`src/rtl/sat_pkg.sv`:
```
// Shared types and default widths for the clause evaluation pipeline.
package sat_pkg;

  localparam int unsigned DEF_VAR_PER_CLAUSE = 5;
  localparam int unsigned DEF_VARIABLE_W     = 7;
  localparam int unsigned DEF_CNT_W          = 16;
  localparam int unsigned CLAUSE_ID_W        = 16;
  localparam int unsigned STATUS_W           = 2;

  // Result class of one evaluated clause.
  typedef enum logic [STATUS_W-1:0] {
    SAT        = 2'd0,
    UNIT       = 2'd1,
    CONFLICT   = 2'd2,
    UNRESOLVED = 2'd3
  } clause_status_t;

endpackage

```
`src/rtl/clause_classifier.sv`:
```
// Combinational clause classifier: SAT / UNIT / CONFLICT / UNRESOLVED plus
// the implied assignment for a unit clause.
module clause_classifier
  import sat_pkg::*;
#(
  parameter int unsigned VAR_PER_CLAUSE = DEF_VAR_PER_CLAUSE,
  parameter int unsigned VARIABLE_W     = DEF_VARIABLE_W
) (
  input  logic [VAR_PER_CLAUSE-1:0]                 mask,
  input  logic [VAR_PER_CLAUSE-1:0]                 pole,
  input  logic [VAR_PER_CLAUSE-1:0]                 unassign,
  input  logic [VAR_PER_CLAUSE-1:0]                 lit_value,
  input  logic [VAR_PER_CLAUSE-1:0][VARIABLE_W-1:0] var_idx,
  output clause_status_t                            status,
  output logic [VARIABLE_W-1:0]                     implied_var,
  output logic                                      implied_val
);

  logic                  any_sat;
  logic [1:0]            n_open;     // saturates at 2: only 0, 1, many matter
  logic [VARIABLE_W-1:0] open_var;
  logic                  open_pole;

  // Scan literals: detect any satisfied literal and count open ones.
  always_comb begin
    any_sat   = 1'b0;
    n_open    = 2'd0;
    open_var  = '0;
    open_pole = 1'b0;
    for (int i = 0; i < int'(VAR_PER_CLAUSE); i++) begin
      if (mask[i] && !unassign[i] && (lit_value[i] == pole[i])) begin
        any_sat = 1'b1;
      end
      if (mask[i] && unassign[i]) begin
        if (n_open == 2'd0) begin
          open_var  = var_idx[i];
          open_pole = pole[i];
        end
        if (n_open != 2'd2) begin
          n_open = n_open + 2'd1;
        end
      end
    end
  end

  // Map scan results to a class; implied fields are zero unless UNIT.
  always_comb begin
    status      = UNRESOLVED;
    implied_var = '0;
    implied_val = 1'b0;
    if (any_sat) begin
      status = SAT;
    end else if (n_open == 2'd0) begin
      status = CONFLICT;
    end else if (n_open == 2'd1) begin
      status      = UNIT;
      implied_var = open_var;
      implied_val = open_pole;
    end
  end

endmodule

```
`src/rtl/clause_eval_pipe.sv`:
```
// Two-stage clause evaluation pipeline: S1 captures the clause, S2 holds
// the classified result. Valid/ready on both sides, sticky conflict flag
// and saturating UNIT / CONFLICT statistics.
module clause_eval_pipe
  import sat_pkg::*;
#(
  parameter int unsigned VAR_PER_CLAUSE = DEF_VAR_PER_CLAUSE,
  parameter int unsigned VARIABLE_W     = DEF_VARIABLE_W,
  parameter int unsigned CNT_W          = DEF_CNT_W
) (
  input  logic                                      clk,
  input  logic                                      rst_n,
  input  logic                                      flush,
  input  logic                                      in_valid,
  output logic                                      in_ready,
  input  logic [CLAUSE_ID_W-1:0]                    in_clause_id,
  input  logic [VAR_PER_CLAUSE-1:0]                 in_mask,
  input  logic [VAR_PER_CLAUSE-1:0]                 in_pole,
  input  logic [VAR_PER_CLAUSE-1:0]                 in_unassign,
  input  logic [VAR_PER_CLAUSE-1:0]                 in_assign,
  input  logic [VAR_PER_CLAUSE-1:0][VARIABLE_W-1:0] in_var,
  output logic                                      out_valid,
  input  logic                                      out_ready,
  output logic [STATUS_W-1:0]                       out_status,
  output logic [CLAUSE_ID_W-1:0]                    out_clause_id,
  output logic [VARIABLE_W-1:0]                     out_implied_var,
  output logic                                      out_implied_val,
  output logic                                      conflict_seen,
  output logic [CNT_W-1:0]                          unit_count,
  output logic [CNT_W-1:0]                          conflict_count
);

  // S1 registers
  logic                                      s1_valid;
  logic [CLAUSE_ID_W-1:0]                    s1_id;
  logic [VAR_PER_CLAUSE-1:0]                 s1_mask;
  logic [VAR_PER_CLAUSE-1:0]                 s1_pole;
  logic [VAR_PER_CLAUSE-1:0]                 s1_unassign;
  logic [VAR_PER_CLAUSE-1:0]                 s1_value;
  logic [VAR_PER_CLAUSE-1:0][VARIABLE_W-1:0] s1_var;

  // Classifier results for the clause in S1
  clause_status_t        cls_status;
  logic [VARIABLE_W-1:0] cls_var;
  logic                  cls_val;

  logic s1_accept;
  logic s2_load;
  logic out_fire;

  // S1 may take a new clause unless both stages are full and the output stalls.
  assign in_ready  = !(s1_valid && out_valid && !out_ready);
  assign s1_accept = in_valid && in_ready;
  assign s2_load   = s1_valid && (!out_valid || out_ready);
  assign out_fire  = out_valid && out_ready;

  clause_classifier #(
    .VAR_PER_CLAUSE (VAR_PER_CLAUSE),
    .VARIABLE_W     (VARIABLE_W)
  ) u_classifier (
    .mask        (s1_mask),
    .pole        (s1_pole),
    .unassign    (s1_unassign),
    .lit_value   (s1_value),
    .var_idx     (s1_var),
    .status      (cls_status),
    .implied_var (cls_var),
    .implied_val (cls_val)
  );

  // Stage 1: capture an accepted clause; drain when it moves on to S2.
  always_ff @(posedge clk) begin
    if (!rst_n) begin
      s1_valid    <= 1'b0;
      s1_id       <= '0;
      s1_mask     <= '0;
      s1_pole     <= '0;
      s1_unassign <= '0;
      s1_value    <= '0;
      s1_var      <= '0;
    end else begin
      if (flush) begin
        s1_valid <= 1'b0;
      end else if (in_ready) begin
        s1_valid <= in_valid;
      end
      if (s1_accept && !flush) begin
        s1_id       <= in_clause_id;
        s1_mask     <= in_mask;
        s1_pole     <= in_pole;
        s1_unassign <= in_unassign;
        s1_value    <= in_assign;
        s1_var      <= in_var;
      end
    end
  end

  // Stage 2: hold the classified result until the consumer takes it.
  always_ff @(posedge clk) begin
    if (!rst_n) begin
      out_valid       <= 1'b0;
      out_status      <= '0;
      out_clause_id   <= '0;
      out_implied_var <= '0;
      out_implied_val <= 1'b0;
    end else begin
      if (flush) begin
        out_valid <= 1'b0;
      end else if (s2_load) begin
        out_valid <= 1'b1;
      end else if (out_ready) begin
        out_valid <= 1'b0;
      end
      if (s2_load && !flush) begin
        out_status      <= STATUS_W'(cls_status);
        out_clause_id   <= s1_id;
        out_implied_var <= cls_var;
        out_implied_val <= cls_val;
      end
    end
  end

  // Statistics and sticky flag; flush clears the flag but keeps the counters.
  always_ff @(posedge clk) begin
    if (!rst_n) begin
      conflict_seen  <= 1'b0;
      unit_count     <= '0;
      conflict_count <= '0;
    end else begin
      if (flush) begin
        conflict_seen <= 1'b0;
      end else if (out_fire && (out_status == STATUS_W'(CONFLICT))) begin
        conflict_seen <= 1'b1;
      end
      if (out_fire && (out_status == STATUS_W'(UNIT)) && (unit_count != '1)) begin
        unit_count <= unit_count + CNT_W'(1);
      end
      if (out_fire && (out_status == STATUS_W'(CONFLICT)) && (conflict_count != '1)) begin
        conflict_count <= conflict_count + CNT_W'(1);
      end
    end
  end

endmodule

```
`config.mk`:
```
export PLATFORM = sky130hd
export DESIGN_NAME = clause_eval_pipe
export DESIGN_NICKNAME = d
export VERILOG_FILES = /design/src/rtl/sat_pkg.sv /design/src/rtl/clause_classifier.sv /design/src/rtl/clause_eval_pipe.sv
export SDC_FILE = /design/constraint.sdc
export NUM_CORES = 1
export LEC_CHECK = 0
export BUFFER_PORTS_ARGS = -buffer_cell sky130_fd_sc_hd__buf_4
export CAP_MARGIN = 30
export CORE_AREA = 2 2 88 153
export CTS_CLUSTER_DIAMETER = 80
export DETAILED_ROUTE_END_ITERATION = 10
export DIE_AREA = 0 0 90 155
export PLACE_DENSITY = 0.85
export SYNTH_ARGS = -nofsm -noshare
export SYNTH_HDL_FRONTEND = slang
export SYNTH_SLANG_ARGS = --single-unit
```
`constraint.sdc`:
```
create_clock -name clk -period 2.8 [get_ports clk]
set_input_delay 0.56 -clock clk [delete_from_list [all_inputs] [get_ports clk]]
set_output_delay 0.56 -clock clk [all_outputs]
set_load 0.03 [all_outputs]
```
After elaboration in Yosys (flattened, before gate mapping):

Index checks and enable logic that the tools add are counted.

* equality and inequality tests: 14
* mux-type cells: 43
* bitwise operators: 1
* reduce and logical (&&, ||, !) cells: 43
* add/subtract/negate cells: 6

Operator list (number)
* $mux 7: 12
* $add 16x1->16 const B: 2
* $ne 16x16->1 const B: 2
* $logic_and 1x1->1: 26
* $mux 2: 11
* $mux 1: 20
* $logic_not 2->1: 5
* $logic_not 1->1: 9
* $add 2x1->2 const B: 3
* $ne 2x2->1 const B: 3
* $eq 1x1->1: 5
* $eq 2x1->1 const B: 2
* $add 1x1->2 const B: 1
* $eq 2x2->1 const B: 1
* $ne 1x2->1 const B: 1
* $reduce_bool 2->1: 1
* $reduce_or 2->1: 1
* $logic_or 1x1->1: 1
* $not 1->1: 1

* register bits after elaboration: 132
* logic and storage cells: 126

Depth between registers and ports, before layout:

Gate-level depths: netlist of the first run.

* depth after elaboration: 18
* mapped depth: 14
* gate-level depth less buffers: 13

Modules after synthesis:

A second synthesis of the first run with hierarchy kept.

* cells, all modules: 745
* area total of the unflattened synthesis: 5898.2 sq um

Modules (own cells, without submodules)
* clause_eval_pipe: times used 1, area each 5113.7 sq um, cells each 634
* clause_classifier: times used 1, area each 784.5 sq um, cells each 111

Worst setup path after synthesis of the first run:

No wires, ideal clock.

* kind: reg-to-reg
* start: reg s1_unassign[1]
* end: reg out_implied_val
* arrival: 2.547 ns
* library setup time: 0.119 ns
* cell stages (with the launch flop): 13
* required time: 2.681 ns
* setup slack: 0.134 ns
* cells stage by stage: dfxtp_1 and2_1 buf_6 inv_4 ha_1 a21boi_0 a41oi_2 ha_1 or4_1 o41a_1 buf_4 mux2i_1 o21ai_1

* word-level cells in the longest chain between the ends: 15
* elaborated cells between the ends (all ways): 36
* classes of those cells: add/sub: 3; eq/ne: 4; mux: 21; reduce/logical: 8

RTL lines
* start, declared: RTL line clause_eval_pipe.sv:38 `logic [VAR_PER_CLAUSE-1:0] s1_unassign;`
* start signal, assigned: RTL line clause_eval_pipe.sv:91 `s1_unassign <= in_unassign;`
* $logic_and 1x1->1: RTL line clause_classifier.sv:34 `if (mask[i] && unassign[i]) begin`
* $mux 2: RTL line clause_classifier.sv:34
* $add 2x1->2 or $ne 2x2->1 (tied branches): RTL line clause_classifier.sv:40, clause_classifier.sv:39
* $mux 2: RTL line clause_classifier.sv:39 `if (n_open != 2'd2) begin`
* $mux 2: RTL line clause_classifier.sv:34
* $add 2x1->2 or $ne 2x2->1 (tied branches): RTL line clause_classifier.sv:40, clause_classifier.sv:39
* $mux 2: RTL line clause_classifier.sv:39
* $mux 2: RTL line clause_classifier.sv:34
* $add 2x1->2 or $ne 2x2->1 (tied branches): RTL line clause_classifier.sv:40, clause_classifier.sv:39
* $mux 2: RTL line clause_classifier.sv:39
* $mux 2: RTL line clause_classifier.sv:34
* $eq 2x1->1: RTL line clause_classifier.sv:55 `end else if (n_open == 2'd1) begin`
* $mux 1: RTL line clause_classifier.sv:55
* $mux 1: RTL line clause_classifier.sv:53 `end else if (n_open == 2'd0) begin`
* $mux 1 (*): RTL line clause_classifier.sv:51 `if (any_sat) begin`
* end signal, assigned: RTL line clause_eval_pipe.sv:118 `out_implied_val <= cls_val;`
* end, declared: RTL line clause_eval_pipe.sv:27 `output logic out_implied_val,`

Every way passes the cells marked *; elsewhere a longest branch is shown, timed or not.
A chain may end at the register's enable or synchronous reset.

Worst setup path in the final report of the first run:

* start: reg s1_unassign[1]
* end: reg out_implied_var[2]

* word-level cells in the longest chain between the ends: 15
* elaborated cells between the ends (all ways): 36
* classes of those cells: add/sub: 3; eq/ne: 4; mux: 21; reduce/logical: 8

RTL lines
* $logic_and 1x1->1: RTL line clause_classifier.sv:34
* $mux 2: RTL line clause_classifier.sv:34
* $add 2x1->2 or $ne 2x2->1 (tied branches): RTL line clause_classifier.sv:40, clause_classifier.sv:39
* $mux 2: RTL line clause_classifier.sv:39
* $mux 2: RTL line clause_classifier.sv:34
* $add 2x1->2 or $ne 2x2->1 (tied branches): RTL line clause_classifier.sv:40, clause_classifier.sv:39
* $mux 2: RTL line clause_classifier.sv:39
* $mux 2: RTL line clause_classifier.sv:34
* $add 2x1->2 or $ne 2x2->1 (tied branches): RTL line clause_classifier.sv:40, clause_classifier.sv:39
* $mux 2: RTL line clause_classifier.sv:39
* $mux 2: RTL line clause_classifier.sv:34
* $eq 2x1->1: RTL line clause_classifier.sv:55
* $mux 7: RTL line clause_classifier.sv:55
* $mux 7: RTL line clause_classifier.sv:53
* $mux 7 (*): RTL line clause_classifier.sv:51
* end signal, assigned: RTL line clause_eval_pipe.sv:117 `out_implied_var <= cls_var;`
* end, declared: RTL line clause_eval_pipe.sv:26 `output logic [VARIABLE_W-1:0] out_implied_var,`

Marked as above.

==> results of run 1 <==
sequential cells by signal, indices dropped and copies added (netlist names):
register         cells
s1_mask              5
out_status           2
conflict_count      16
s1_id               16
s1_valid             1
s1_value             5
out_clause_id       16
out_implied_var      7
out_valid            1
conflict_seen        1
unit_count          16
out_implied_val      1
s1_unassign          5
s1_var              35
s1_pole              5
critical path, cell delays in order, from the launching register on:
cell	delay (ns)
dfxtp_2	0.32
and2_4	0.16
inv_4	0.07
ha_4	0.20
a21boi_1	0.13
a41oi_2	0.25
ha_2	0.33
or4_1	0.50
o41a_2	0.23
mux2i_1	0.26
o21ai_2	0.08
report_power, final:
group	switching [mW]	total, mW	internal (mW)
registers	0.0359	1.97	1.93
clock network	0.827	2.30	1.47
logic	0.136	0.274	0.138
total	0.999	4.54	3.54
area by class of cell:
type | count | area, sq um | area share
Tap cell | 171 | 214.0 | 0.02713
Sequential cell | 132 | 2645 | 0.3354
Clock inverter | 11 | 148.9 | 0.01888
Clock buffer | 21 | 470.5 | 0.05965
Multi-Input combinational cell | 532 | 3243 | 0.4112
Inverter | 5 | 21.27 | 0.002697
Timing Repair Buffer | 151 | 1144 | 0.1450
placed cells by master (no fill, tap or decap), drive strengths merged, types with 3 or more instances in the layout:
master    count
or4           3
nand4        10
bufinv        3
clkinvlp      3
o41ai         4
inv           6
nand2b        6
dfxtp       132
xnor2        17
nand2       213
o311ai        4
nor2         14
a311oi        8
nand4b        4
nor3b         4
and3         14
a21boi       92
mux2i         9
buf         151
o21ai        35
and4          8
clkinv        4
xor2          9
and2         26
a21oi         3
nand3        13
ha            6
clkbuf       21
how the worst max path moves through the flow:
stage,end,start,cells past startpoint,slack (ns)
4_1_cts,out_implied_var[2]$_SDFFE_PN0P_,s1_unassign[1]$_SDFFE_PN0P_,13,0.03
6_report,out_implied_var[2]$_SDFFE_PN0P_,s1_unassign[1]$_SDFFE_PN0P_,10,0.16
2_1_floorplan,out_implied_val$_SDFFE_PN0P_,s1_unassign[1]$_SDFFE_PN0P_,12,0.13
5_1_grt,out_implied_var[3]$_SDFFE_PN0P_,s1_unassign[1]$_SDFFE_PN0P_,13,0.08
3_5_place_dp,out_implied_var[3]$_SDFFE_PN0P_,s1_unassign[1]$_SDFFE_PN0P_,10,0.03
3_3_place_gp,out_implied_var[4]$_SDFFE_PN0P_,s1_unassign[1]$_SDFFE_PN0P_,10,0.12
kinds of logic after synthesis:
logic type / after synthesis
AO/OA/AOI/OAI: 164
XOR/XNOR: 26
adder cells (fa/ha/maj): 7
buffers and inverters: 48
flip-flops: 132
multiplexers: 9
AND/OR/NAND/NOR: 326
stage by stage:
| stage | std cells | setup WS, ns | instance area, sq um |
|---|---|---|---|
| floorplan | 712 | 0.1341 | 6076 |
| global placement | 990 | 0.1175 | 7231 |
| detailed placement | 991 | 0.02788 | 7236 |
| CTS | 1023 | 0.02695 | 7859 |
| global route | 1023 | 0.07738 | 7886 |
| finish | 1023 | 0.1613 | 7886 |
layer usage:
layer / vias up / GRT usage / part of all wire
li1: 2710 / - / -
met1: 2566 / 0.2317 / 0.38
met2: 152 / 0.4157 / 0.54
met3: 43 / 0.05133 / 0.044
met4: 0 / 0.1143 / 0.039
met5: - / 0 / 0
repair_timing:
item                       4_1_cts  5_1_grt
gates resized for setup          2        9
setup endpoints to repair        3       10
pin swaps                        0        3
==> flow_summary.ini, run 1 <==
[die]
die_y_um = 155
initial_core_util = 0.4747
ioPinCount = 137
rows = 55
core-area_sq_mm = 0.01280
die_area_sq_mm = 0.01395
dieWidth_um = 90

[cts]
post_cts_buffers = 0
insertion_delay_ns = 0.41
clkTransAtPathRegs_ns = 0.06
cts_made_buffers = 17
htree_levels = 4
cts_root_buf = clkbuf_16
cts_tree = yes
cts.sinks = 132
clock_path_buffers = 2
holdBufCountCts = 0

[timing]
worst_pin_slew_ns = 0.5808
hold_viol = 0
finClkSkew_ns = 0.01063
rsz0062_at_grt = false
fmax_mhz = 379.0
fin_setup_tns_ns = 0
setup_viol = 0
maxSlewHeadroom = 0.6098
hold-worst-slack_ns = 0.3760
maxSlewViolCount = 0
fin_crit_ns = 2.639
fin_crit_sh = 0.9424

[yosys]
syn_nets = 794
synthAdderAreaFrac = 0.01421
ys_top_cells_by_count = nand2_1 (213), dfxtp_1 (132), a21boi_0 (91)
synth.most_common_cell = nand2_1
seq_area_frac_synth = 0.4349
ys_ff_latch = 132
synth_mux_area_frac = 0.01483
avgSynthCellArea_sq_um = 8.533
synth-async-reset-ratio = 0
synth_area_leader_cell = dfxtp_1
synth_xor_area_frac = 0.03748
ys_types = 61
yosysWarnings = 0
yosys-top-cells-area = dfxtp_1 (43%), nand2_1 (13%), a21boi_0 (11%)
synth-simple-area-share = 0.2609
syn_inst = 712
synth_top_family_by_area = simple AND/OR/NAND/NOR gates
synth_top_area_frac = 0.4349
synth-edff-count = 0
synth_ff_type = dfxtp_1
synthesis.area_sq_mm = 0.006076
synth_compound_area_frac = 0.2014

[grt]
grt_pass1_wl_um = 25160
gr-total-overflow = 0
grt_pass1_vias = 5307
antenna_found_initial = 0
gr-usage-all-layers = 0.2232
grt_max_degree = 72

[detailed_routing]
routed_wl_um = 15800
drtPass1Iterations = 5
ant_nets = 0
via_count = 5471
drcViolationCount = 0
wire_per_inst_um = 15.45
vias_per_cell = 5.348
drt_iter0_markers = 243

[placement]
portBuffers = 136
dp_hpwl_um = 11270
place_congestion = 0.8829

[min_path]
min_to = s1_valid$_SDFFE_PP0N_
min_path_cells = 3
hold_path_class = input pin to register
min-delay-start = in_valid

[setup_path]
cp.arrival_ns = 2.94
worst_setup_path_start_kind = register
r2r_slack_ns = 0.16
end_kind = register
path_class = register to register
path_max_fanout = 8
r2r_cells = 10
reg2reg_from = s1_unassign[1]$_SDFFE_PN0P_
r2r-end = out_implied_var[2]$_SDFFE_PN0P_
required_ns = 3.10

[job]
cap_viol_max_count = 0

[final_layout]
drive_gt1_frac = 0.2453
fill_cells = 1136
fin_nets = 921
diodes = 0
area_growth_pct = 29.80
fin_util = 0.6161

[power]
powerDensity_mw_per_mm2 = 575.6
vdd_drop_max_uv = 404.9
power_mw = 4.540
p_leak_nw = 3.204

[outcome]
status = finished clean
No activity file was read; power rests on OpenSTA's default activity.
==> run 2, diff against run 1 <==
Settings changed: REMOVE_ABC_BUFFERS from default to 1.
==> run 2 against run 1 <==
Net effect:
- count of clock-buffer cells in the layout shrank 2
- combinational power is essentially flat
- cell area grew 0.68%
- hold slack gained 0.020 ns
- wire length shrank 6.5%
- total power grew 2.0%
- critical path type unchanged
==> flow_summary.ini, run 2 (same netlist as run 1, synthesis figures left out) <==
[placement]
portBuffers = 136
post-place-ws_ns = -0.03572
placed_area_sq_mm = 0.007226
dp_hpwl_um = 10450
place_congestion = 0.7970

[timing]
finalWorstSetupSlack_ns = 0.1241
maxSlewViolCount = 0
worst_pin_slew_ns = 0.5455
maxSlewHeadroom = 0.6335
finClkSkew_ns = 0.008664
fin_crit_sh = 0.9557
rsz0062_at_grt = true
fmax_mhz = 373.7
setup_viol = 0
hold_viol = 0
fin_crit_ns = 2.676

[detailed_routing]
via_count = 5404
wire_per_inst_um = 14.43
routed_wl_um = 14780
ant_nets = 0
vias_per_cell = 5.277
drcViolationCount = 0
drtPass1Iterations = 4
drt_iter0_markers = 190

[die]
dieWidth_um = 90
die_area_sq_mm = 0.01395
initial_core_util = 0.4747
core-area_sq_mm = 0.01280
ioPinCount = 137
rows = 55
die_y_um = 155

[final_layout]
area_growth_pct = 30.68
final_cell_mix = nand2_1 (213), buf_4 (149), dfxtp_1 (130)
regMostFlops = s1_var
fin_nets = 922
diodes = 0
drive_gt1_frac = 0.2485
largest_register_ff_count = 35
final_common_cell = nand2_1
multi_input_area_sq_mm = 0.003256
regArea_sq_mm = 0.002645
final_area_sq_mm = 0.007940
fill_cells = 1123

[power]
power_mw = 4.631
power_frac_clock = 0.518
seq_power_share = 0.424
vdd_drop_max_uv = 389.3
powerDensity_mw_per_mm2 = 583.3
switching_share = 0.2225
p_sw_mw = 1.030
p_leak_nw = 3.199
pwr-share-comb = 0.059
p_int_mw = 3.601

[setup_path]
end_kind = register
r2r_cells = 10
required_ns = 3.09
path_class = register to register
r2r-end = out_implied_var[6]$_SDFFE_PN0P_
r2r_slack_ns = 0.12
cp.arrival_ns = 2.97
worst_setup_path_start_kind = register
cp-startpoint = s1_unassign[1]$_SDFFE_PN0P_
path_max_fanout = 8
reg2reg_from = s1_unassign[1]$_SDFFE_PN0P_

[grt]
grt_max_degree = 72
grt_use_met1 = 0.2223
gr-total-overflow = 0
grt_pass1_wl_um = 24850
gr-usage-all-layers = 0.2157
grt_pass1_vias = 5350
grt_util_met2 = 0.4125
antenna_found_initial = 0
top_usage_layer = met2
use_met3 = 0.04262

[cts]
clock_path_buffers = 2
cts_tree = yes
insertion_delay_ns = 0.41
cts.sinks = 132
cts_root_buf = clkbuf_16
clkTransAtPathRegs_ns = 0.06
cts_made_buffers = 17
htree_levels = 4
holdBufCountCts = 0

[outcome]
status = finished clean

[job]
cap_viol_max_count = 0

[min_path]
min_to = s1_valid$_SDFFE_PP0N_
min-delay-start = in_valid
min_path_cells = 3
hold_path_class = input pin to register
-- run 2: changes by cell type in the layout (fill, tap and decap cells not counted), sizes merged --
cell / before / now
bufinv: 3 / 4
clkinv: 4 / 2
buf: 151 / 152
clkbuf: 21 / 19
inv: 6 / 9
-- run 2: worst max path at each step --
stage                                                 end  slack [ns]  cells after the start
after detailed placement  out_implied_var[3]$_SDFFE_PN0P_       -0.04                     10
after global placement    out_implied_var[6]$_SDFFE_PN0P_        0.10                     10
final                     out_implied_var[6]$_SDFFE_PN0P_        0.12                     10
after CTS                 out_implied_var[3]$_SDFFE_PN0P_        0.02                     13
after global routing      out_implied_var[2]$_SDFFE_PN0P_       -0.03                     13
after floorplan              out_implied_val$_SDFFE_PN0P_       -0.01                      9
-- run 2: through the flow --
step	hold WS, ns	setup TNS (ns)	cells	util
floorplan	0.4391	-0.08969	669	-
global placement	0.4392	0	987	0.5641
detailed placement	0.4438	-0.1168	988	0.5645
CTS	0.3782	0	1021	0.6156
global route	0.4021	-0.1705	1024	0.6203
finish	0.3959	0	1024	0.6203
-- run 2: final cells by class --
cell class / count / area share
clock buffer: 19 / 0.05578
multi-input combinational: 532 / 0.4100
clock inverter: 13 / 0.02490
sequential: 132 / 0.3331
timing repair buffer: 152 / 0.1465
tap: 171 / 0.02695
inverter: 5 / 0.002679
-- run 2: worst max-delay path, stage by stage (launching register included) --
cell and delay (ns):
dfxtp_2 0.34, and2_4 0.15, inv_4 0.04, ha_4 0.21
a21boi_1 0.13, a41oi_2 0.28, ha_2 0.34, or4_1 0.53
o41a_2 0.23, mux2i_1 0.23, o21ai_2 0.08
-- run 2: power by group through the flow --
| stage | Sequential, mW | Combinational [mW] | Clock (mW) |
|---|---|---|---|
| after floorplan | 2.00 | 0.115 | 0 |
| after global placement | 2.00 | 0.266 | 0 |
| after detailed placement | 2.00 | 0.270 | 0 |
| after CTS | 1.96 | 0.273 | 2.43 |
| after global routing | 1.97 | 0.304 | 2.52 |
| final | 1.96 | 0.271 | 2.40 |
-- run 2: timing repair --
action / 4_1_cts / 5_1_grt
pin swaps: 1 / 12
setup endpoints to repair: 8 / 10
gates resized for setup: 3 / 10
buffers inserted: 1 / 3
-- run 2: metal layers --
layer / up-vias / wire, um
li1: 2712 / -
met1: 2514 / 5802
met3: 37 / 552
met4: 0 / 477
met5: - / 0
met2: 141 / 7948
==> run 3, diff against run 2 <==
Settings changed: CORE_AREA 2 2 88 153 to 2 2 86 151, DIE_AREA 0 0 90 155 to 0 0 88 153, SYNTH_HIERARCHICAL from default to 1.
==> run 3 against run 2 <==
Net effect:
- the run now ends with negative setup slack left
- wire length grew 11%
- cell count is 3.9% higher
- maximum frequency shrank 7.2%
- critical endpoint is now out_implied_var[3]$_SDFFE_PN0P_
==> flow_summary.ini, run 3 <==
[final_layout]
regMostFlops = s1_var
diodes = 0
final_cell_mix = nand2_1 (223), buf_4 (161), dfxtp_1 (128)
drive_gt1_frac = 0.2701
area_growth_pct = 35.68
fin_nets = 965
regArea_sq_mm = 0.002648
final_common_cell = nand2_1
fill_cells = 1011
largest_register_ff_count = 35
multi_input_area_sq_mm = 0.003197

[setup_path]
required_ns = 3.14
end_kind = register
r2r-end = out_implied_var[3]$_SDFFE_PN0P_
cp.arrival_ns = 3.23
max_stage_delay_ns = 0.34
path_cells = and2_4 > inv_6 > ha_4 > a21boi_4 > a31oi_4 > buf_6 > ha_4 > o21ai_4 > ha_4 > nor3b_4 > a31oi_4 > buf_6 > a2111oi_4 > nand2_1 > a21oi_1
r2r_cells = 15
path_max_fanout = 4
path_class = register to register
reg2reg_from = s1_unassign[0]$_SDFFE_PN0P_
crit_path_frequent_cell = ha_4
worst_setup_path_start_kind = register
slowest_stage = dfxtp_2
r2r_slack_ns = -0.08

[grt]
antenna_found_initial = 0
grt_max_degree = 72
gr-total-overflow = 0
grt_pass1_wl_um = 25560
gr-usage-all-layers = 0.2393
grt_pass1_vias = 5458

[detailed_routing]
via_count = 5945
wire_per_inst_um = 15.48
ant_nets = 0
drcViolationCount = 0
vias_per_cell = 5.587
drtPass1Iterations = 5
drt_iter0_markers = 331
routed_wl_um = 16470

[timing]
rsz0062_at_grt = true
hold_viol = 0
fin_setup_tns_ns = -0.1971
worst_pin_slew_ns = 0.9034
finalWorstSetupSlack_ns = -0.08279
maxSlewViolCount = 0
finClkSkew_ns = 0.008789
fmax_mhz = 346.9
maxSlewHeadroom = 0.3960
setup_viol = 6
fin_crit_sh = 1.030
fin_crit_ns = 2.883

[yosys]
synth_ff_type = dfxtp_1
yosys-top-cells-area = dfxtp_1 (45%), nand2_1 (14%), a21oi_1 (11%)
synth-edff-count = 0
synth-simple-area-share = 0.2768
synth-async-reset-ratio = 0
seq_area_frac_synth = 0.4480
synth_xor_area_frac = 0.007425
synthAdderAreaFrac = 0.01464
synth_top_family_by_area = simple AND/OR/NAND/NOR gates
synth_top_area_frac = 0.4480
ys_types = 61
ys_top_cells_by_count = nand2_1 (223), dfxtp_1 (132), a21oi_1 (127)
synth_mux_area_frac = 0.01018
synth_compound_area_frac = 0.1966
synth.most_common_cell = nand2_1
ys_ff_latch = 132
yosysWarnings = 6
syn_inst = 745
synth_area_leader_cell = dfxtp_1
synthesis.area_sq_mm = 0.005898
avgSynthCellArea_sq_um = 7.917

[cts]
cts_made_buffers = 17
cts_root_buf = clkbuf_16
htree_levels = 4
holdBufCountCts = 0
clkTransAtPathRegs_ns = 0.06
clock_path_buffers = 2
cts_tree = yes
cts.sinks = 132
insertion_delay_ns = 0.41

[min_path]
min_path_cells = 3
min-delay-start = in_var[18]
min_to = s1_var[18]$_SDFFE_PN0P_
hold_path_class = input pin to register

[power]
p_leak_nw = 2.927
vdd_drop_max_uv = 505.5
powerDensity_mw_per_mm2 = 553.3

[die]
dieWidth_um = 88
die_area_sq_mm = 0.01346
rows = 54
initial_core_util = 0.4823
core-area_sq_mm = 0.01223
die_y_um = 153
ioPinCount = 137

[placement]
place_congestion = 0.8448
portBuffers = 136
post-place-ws_ns = -0.2072
dp_hpwl_um = 10610

[job]
cap_viol_max_count = 0

[outcome]
status = complete, but fails checks
violations = negative setup slack
## run 3: final cells by class
type,instances,area share
Inverter,13,0.006879
Sequential cell,132,0.3308
Tap cell,168,0.02627
Clock buffer,21,0.06004
Clock inverter,11,0.01266
Timing Repair Buffer,167,0.1639
Multi-Input combinational cell,552,0.3995
## run 3: how the worst max path moves through the flow
stage / slack, ns / start / to / depth (start not counted)
after floorplan: -2.32 / out_ready / s1_id[0]$_SDFFE_PN0P_ / 4
after detailed placement: -0.21 / s1_unassign[1]$_SDFFE_PN0P_ / out_implied_val$_SDFFE_PN0P_ / 16
final: -0.08 / s1_unassign[0]$_SDFFE_PN0P_ / out_implied_var[3]$_SDFFE_PN0P_ / 15
after global placement: -0.08 / s1_unassign[1]$_SDFFE_PN0P_ / out_implied_var[1]$_SDFFE_PN0P_ / 16
after CTS: 0.03 / s1_unassign[1]$_SDFFE_PN0P_ / out_implied_val$_SDFFE_PN0P_ / 14
after global routing: -0.24 / s1_unassign[0]$_SDFFE_PN0P_ / out_implied_val$_SDFFE_PN0P_ / 15
## run 3: repair_timing
| action | 4_1_cts | 5_1_grt |
|---|---|---|
| pin swaps | 14 | 11 |
| gates resized for setup | 22 | 13 |
| cloned | 1 | 0 |
| setup endpoints to repair | 9 | 9 |
| endpoints found under the hold margin | 0 | 0 |
| setup buffers | 1 | 5 |
## run 3: power breakdown
part | leakage (nW) | switching [mW] | internal (mW)
clock network | 0.277 | 0.833 | 1.32
registers | 1.07 | 0.0343 | 1.93
logic | 1.58 | 0.172 | 0.144
## run 3: critical path, delay by kind of cell (launching register included)
kind	cells	cell delay, ns
compound gates	6	0.91
fa+ha+maj	3	0.71
simple gates	3	0.50
buf+inv	3	0.36
flops	1	0.34
## run 3: per-stage QoR
stage	power (mW)	hold WS [ns]	instances	instance area (sq um)	utilization
final	4.428	0.3985	1064	8003	0.6544
after global routing	4.585	0.3844	1064	8003	0.6544
after CTS	4.438	0.3803	1059	7866	0.6432
after detailed placement	2.295	0.4437	1026	7168	0.5861
after global placement	2.289	0.4368	1026	7168	0.5861
after floorplan	2.137	0.4322	696	5679	-
## run 3: per-layer routing
layer  GRT usage  wire (um)  vias up
met5           0          0        -
met4      0.1077        638        0
met3     0.03996        718       54
met2      0.4448       9095      215
met1      0.2530       6018     2781
li1            -          -     2895
## run 3: cell families (layout without fill, tap and decap cells)
logic type      Yosys count  in the layout
simple gates            344            344
fa+ha+maj                 7              7
flops                   132            132
mux                       6              6
xor+xnor                  5              5
compound gates          189            190
buf+inv                  62            212
